$ cat src/rtl/phy_tx_serializer.sv
// PHY transmit serializer: samples one WIDTH-bit word per frame and shifts it out
// over LANES serial lanes, preceded by a fixed run of idle sync frames after reset.
module phy_tx_serializer #(
    parameter int               WIDTH       = 32,
    parameter int               LANES       = 1,
    parameter int               MSB_FIRST   = 1,
    parameter logic [WIDTH-1:0] IDLE_WORD   = 32'hBCBCBCBC,
    parameter int               SYNC_FRAMES = 4
) (
    input  logic             clk_32f,
    input  logic             reset,
    input  logic [WIDTH-1:0] data_in,
    input  logic             valid_in,
    output logic             load_ack,
    output logic [LANES-1:0] data_out,
    output logic             valid_out,
    output logic             frame_start,
    output logic             synced
);

    localparam int FRAME_LEN = WIDTH / LANES;
    localparam int BW        = (FRAME_LEN > 1) ? $clog2(FRAME_LEN) : 1;
    localparam int SW        = (SYNC_FRAMES > 0) ? $clog2(SYNC_FRAMES + 1) : 1;
    localparam logic [BW-1:0] BIT_LAST  = BW'(FRAME_LEN - 1);
    localparam logic [SW-1:0] SYNC_LAST = SW'(SYNC_FRAMES);

    generate
        if ((WIDTH % LANES) != 0 || FRAME_LEN < 2) begin : g_bad_geometry
            $error("phy_tx_serializer: WIDTH must split into LANES lanes of at least 2 bits");
        end
        if (SYNC_FRAMES < 1) begin : g_bad_sync
            $error("phy_tx_serializer: SYNC_FRAMES must be at least 1");
        end
    endgenerate

    typedef enum logic {
        ST_SYNC   = 1'b0,
        ST_ACTIVE = 1'b1
    } state_t;

    state_t           state_q, state_d;
    logic [BW-1:0]    bit_cnt_q, bit_cnt_d;
    logic [SW-1:0]    sync_cnt_q, sync_cnt_d;
    logic [WIDTH-1:0] shift_q, shift_d;
    logic [LANES-1:0] data_out_q, data_out_d;
    logic             valid_out_q, valid_out_d;
    logic             frame_start_q, frame_start_d;
    logic             load_ack_q, load_ack_d;
    logic             synced_q, synced_d;

    logic             boundary;
    logic             accept;
    logic [WIDTH-1:0] load_word;
    logic [FRAME_LEN-1:0] seg;

    assign boundary = (bit_cnt_q == '0);

    always_ff @(posedge clk_32f or posedge reset) begin
        if (reset) begin
            state_q       <= ST_SYNC;
            bit_cnt_q     <= '0;
            sync_cnt_q    <= '0;
            shift_q       <= '0;
            data_out_q    <= '0;
            valid_out_q   <= 1'b0;
            frame_start_q <= 1'b0;
            load_ack_q    <= 1'b0;
            synced_q      <= 1'b0;
        end else begin
            state_q       <= state_d;
            bit_cnt_q     <= bit_cnt_d;
            sync_cnt_q    <= sync_cnt_d;
            shift_q       <= shift_d;
            data_out_q    <= data_out_d;
            valid_out_q   <= valid_out_d;
            frame_start_q <= frame_start_d;
            load_ack_q    <= load_ack_d;
            synced_q      <= synced_d;
        end
    end

    // Frame bookkeeping: the only decisions are taken at boundary edges.
    always_comb begin
        state_d       = state_q;
        sync_cnt_d    = sync_cnt_q;
        bit_cnt_d     = (bit_cnt_q == BIT_LAST) ? '0 : bit_cnt_q + 1'b1;
        accept        = 1'b0;
        load_word     = IDLE_WORD;
        valid_out_d   = valid_out_q;
        frame_start_d = boundary;
        load_ack_d    = 1'b0;

        if (boundary) begin
            case (state_q)
                ST_SYNC: begin
                    // The frame after the last sync frame is already a data slot.
                    if (sync_cnt_q == SYNC_LAST) begin
                        state_d = ST_ACTIVE;
                        accept  = valid_in;
                    end else begin
                        sync_cnt_d = sync_cnt_q + 1'b1;
                    end
                end
                ST_ACTIVE: accept = valid_in;
                default:   state_d = ST_SYNC;
            endcase

            if (accept) begin
                load_word = data_in;
            end
            valid_out_d = accept;
            load_ack_d  = accept;
        end

        synced_d = (state_d == ST_ACTIVE);
    end

    // Per-lane shifter: the first bit is driven straight from the loaded word so it
    // appears right after the boundary edge; the remainder stays in shift_q.
    always_comb begin
        shift_d    = '0;
        data_out_d = '0;
        seg        = '0;
        for (int l = 0; l < LANES; l++) begin
            seg = boundary ? load_word[l*FRAME_LEN +: FRAME_LEN]
                           : shift_q[l*FRAME_LEN +: FRAME_LEN];
            if (MSB_FIRST != 0) begin
                data_out_d[l]                       = seg[FRAME_LEN-1];
                shift_d[l*FRAME_LEN +: FRAME_LEN]   = {seg[FRAME_LEN-2:0], 1'b0};
            end else begin
                data_out_d[l]                       = seg[0];
                shift_d[l*FRAME_LEN +: FRAME_LEN]   = {1'b0, seg[FRAME_LEN-1:1]};
            end
        end
    end

    assign data_out    = data_out_q;
    assign valid_out   = valid_out_q;
    assign frame_start = frame_start_q;
    assign load_ack    = load_ack_q;
    assign synced      = synced_q;

endmodule
$ cat config.mk
export PLATFORM = sky130hd
export DESIGN_NAME = phy_tx_serializer
export DESIGN_NICKNAME = d
export VERILOG_FILES = /design/src/rtl/phy_tx_serializer.sv
export SDC_FILE = /design/constraint.sdc
export NUM_CORES = 1
export LEC_CHECK = 0
export CAP_MARGIN = 40
export CORE_UTILIZATION = 45
export DETAILED_ROUTE_END_ITERATION = 8
export DONT_BUFFER_PORTS = 1
export PLACE_DENSITY = 0.58
export SKIP_LAST_GASP = 1
export SYNTH_ARGS = -nofsm -noshare
export SYNTH_HDL_FRONTEND = slang
export SYNTH_SLANG_ARGS = --single-unit
$ cat constraint.sdc
create_clock -name clk_32f -period 3.7 [get_ports clk_32f]
set_input_delay 0.74 -clock clk_32f [delete_from_list [all_inputs] [get_ports clk_32f]]
set_output_delay 0.74 -clock clk_32f [all_outputs]
set_load 0.01 [all_outputs]
==> impl_metrics.py <==
metrics = {
    "place": {
        "place_congestion": 0.719,
        "hpwl_um": 2110,
        "io_buffers": 0,
        "placedInstanceArea_mm2": 0.00182,
    },
    "sta": {
        "finalMaxSlewViolations": 0,
        "setup_viol": 0,
        "post-route-period-util_pct": 55.7,
        "max-slew-margin-rel_pct": 70.3,
        "finalCriticalPeriod_ns": 2.06,
        "hold_violations": 0,
        "whs_ns": 0.242,
        "fin_skew_ns": 0.00735,
        "rsz0062_at_grt": "no",
        "tns_ns": 0,
        "worstMarginPinSlew_ns": 0.445,
        "max_freq_ghz": 0.485,
    },
    "clock_network": {
        "clock-root-buffer": "clkbuf_8",
        "clockBufferDepth": 2,
        "cts.sinks": 44,
        "insertion_delay_ns": 0.29,
        "numCtsBuffers": 5,
        "postCtsHoldBufs": 0,
        "clk_pin_slew_ns": 0.08,
        "cts_setup_buffers": 0,
        "cts_tree": "done",
        "cts_resized": 0,
        "h-tree-depth": 2,
    },
    "global_routing": {
        "first_global_vias": 1215,
        "grt_pass1_wl_um": 5310,
        "grt_usage_pct": 16.8,
        "grt_max_degree": 38,
        "grt_antenna_before_repair": 0,
        "overflow": 0,
    },
    "floorplan": {
        "ios": 40,
        "core_area_mm2": 0.00374,
        "dieArea_mm2": 0.00426,
        "initial_core_util_pct": 48.1,
        "die_h_um": 65.3,
        "core.rowCount": 22,
        "dieWidth_um": 65.3,
    },
    "routing": {
        "drt_wl_total_um": 3130,
        "vias": 1156,
        "vias_per_cell": 5.05,
        "drt_iter0_drc": 81,
        "drt_pass1_iterations": 4,
        "avgRoutedWirePerCell_um": 13.7,
        "remaining_drc_errors": 0,
        "final_antenna_net_count": 0,
    },
    "logic_synthesis": {
        "seq_area_frac_synth_pct": 61.1,
        "yosys_warnings": 0,
        "synth_fp_nets": 221,
        "avgSynthCellArea_um2": 9.95,
        "synthCells": 181,
        "synth_common_cells": "dfrtp_1, nor2_1, nand2_1",
        "netlist_area_mm2": 0.00180,
        "synth_edf_count": 0,
        "ys_types": 23,
        "synth-async-reset-ratio_pct": 100,
        "synth_area_leader_cell": "dfrtp_1",
        "synth_top_cells_by_area": "dfrtp_1, nor2_1, a21oi_1",
        "synth_ff_type": "dfrtp_1",
        "netlist.area_leader.share_pct": 61.1,
        "ys_ff_latch": 44,
    },
    "layout": {
        "drive_gt1_share_pct": 8.84,
        "design_area_mm2": 0.00195,
        "fill_cells": 356,
        "num_antenna_cells": 0,
        "finalNetCount": 220,
        "area_growth_pct": 8.26,
    },
    "min_path": {
        "hold_class": "in -> async",
    },
    "power_and_ir_drop": {
        "ir_drop_v": 0.000217,
        "leakage_nw": 0.912,
        "power.total_uw": 885,
        "p_per_area_mw_per_mm2": 454,
    },
    "flow_run": {
        "cap_violations": 0,
    },
    "setup_path": {
        "cpPeakStageDelay_ns": 0.65,
        "path_cells": "inv_1, ha_1, or4b_4, clkinv_4, nand2_4, mux2_4",
        "arrival_ns": 2.24,
        "path_max_fanout": 37,
        "worstSetupStartpointType": "flip-flop",
        "cpMaxStageDelayCell": "or4b_4",
        "crit_path_end_kind": "flip-flop",
        "required_ns": 3.88,
        "path_class": "reg -> reg",
    },
    "status": {
        "run_status": "finished, final reports clean",
    },
}
==> power by group <==
part	leakage, nW	internal [mW]	switching (mW)
Sequential	0.552	0.480	0
Clock	0.0645	0.238	0.154
Combinational	0.295	0.00267	0.00917
Total	0.912	0.721	0.164
==> metal layers <==
layer	global-route usage [%]	wire (µm)	up-vias
met1	19.7	1410	551
met2	27.1	1460	24
met5	0	0	-
li1	-	-	573
met4	8.42	59	0
met3	5.90	197	8
==> critical path, delay by kind of cell (launching register included) <==
kind,cells,cell delay [ns]
flops,1,0.42
fa+ha+maj,1,0.13
simple gates,2,0.73
mux,1,0.30
buf+inv,2,0.36
==> state kept, by name (all words and copies together) (netlist names) <==
| register | count |
|---|---|
| shift_q | 31 |
| valid_out | 1 |
| frame_start | 1 |
| bit_cnt_q | 5 |
| data_out | 1 |
| sync_cnt_q | 3 |
| synced | 1 |
| load_ack | 1 |
==> cell usage in the layout (no fill, tap or decap), drive strengths merged <==
cell type | netlist | routed
o21ai | 12 | 12
xnor2 | 2 | 2
dfrtp | 44 | 44
a31o | 1 | 1
nand2 | 24 | 24
a21oi | 22 | 22
nor2b | 3 | 3
clkinv | 1 | 1
inv | 5 | 5
and3 | 2 | 2
or4b | 1 | 1
nand2b | 1 | 1
xor2 | 1 | 1
nand3 | 1 | 1
ha | 5 | 5
nor2 | 44 | 44
a31oi | 1 | 1
mux2 | 1 | 1
clkbuf | 5 | 7
bufinv | 0 | 1
buf | 5 | 2
==> through the flow <==
| stage | setup slack, ns | std cells | util [%] |
|---|---|---|---|
| after global routing | 1.53 | 229 | 52.1 |
| after global placement | 1.67 | 220 | 48.2 |
| final | 1.64 | 229 | 52.1 |
| after floorplan | 1.93 | 181 | - |
| after CTS | 1.61 | 229 | 52.1 |
| after detailed placement | 1.61 | 221 | 48.7 |
==> cell families after synthesis <==
| kind of cell | share of synthesized area [%] |
|---|---|
| AND/OR/NAND/NOR | 17.7 |
| flip-flops | 61.1 |
| AO/OA/AOI/OAI | 10.3 |
| buffers and inverters | 5.14 |
| adder cells (fa/ha/maj) | 3.47 |
| XOR/XNOR | 1.46 |
| multiplexers | 0.833 |
==> final timing paths <==
kind / start / endpoint / slack (ns) / cells past startpoint
worst max-delay path: bit_cnt_q[0] / sync_cnt_q[1] / 1.64 / 6
worst min-delay path: reset / sync_cnt_q[0] / 0.24 / 1
worst max register to register: bit_cnt_q[0] / sync_cnt_q[1] / 1.64 / 6
worst min register to register: shift_q[30] / shift_q[31] / 0.46 / 2
max in group asynchronous: reset / shift_q[23] / 3.01 / 2
min in group clk_32f: shift_q[30] / shift_q[31] / 0.46 / 2
==> layout make-up <==
type                            instances  area (µm²)  share of cell area, %
Tap cell                               48        60.1                   3.08
Inverter                                6        27.5                   1.41
Multi-Input combinational cell        121         608                   31.2
Clock buffer                            7        96.3                   4.94
Sequential cell                        44        1100                   56.4
Clock inverter                          1        30.0                   1.54
Timing Repair Buffer                    2        27.5                   1.41
(Power assumes the default switching activity.)
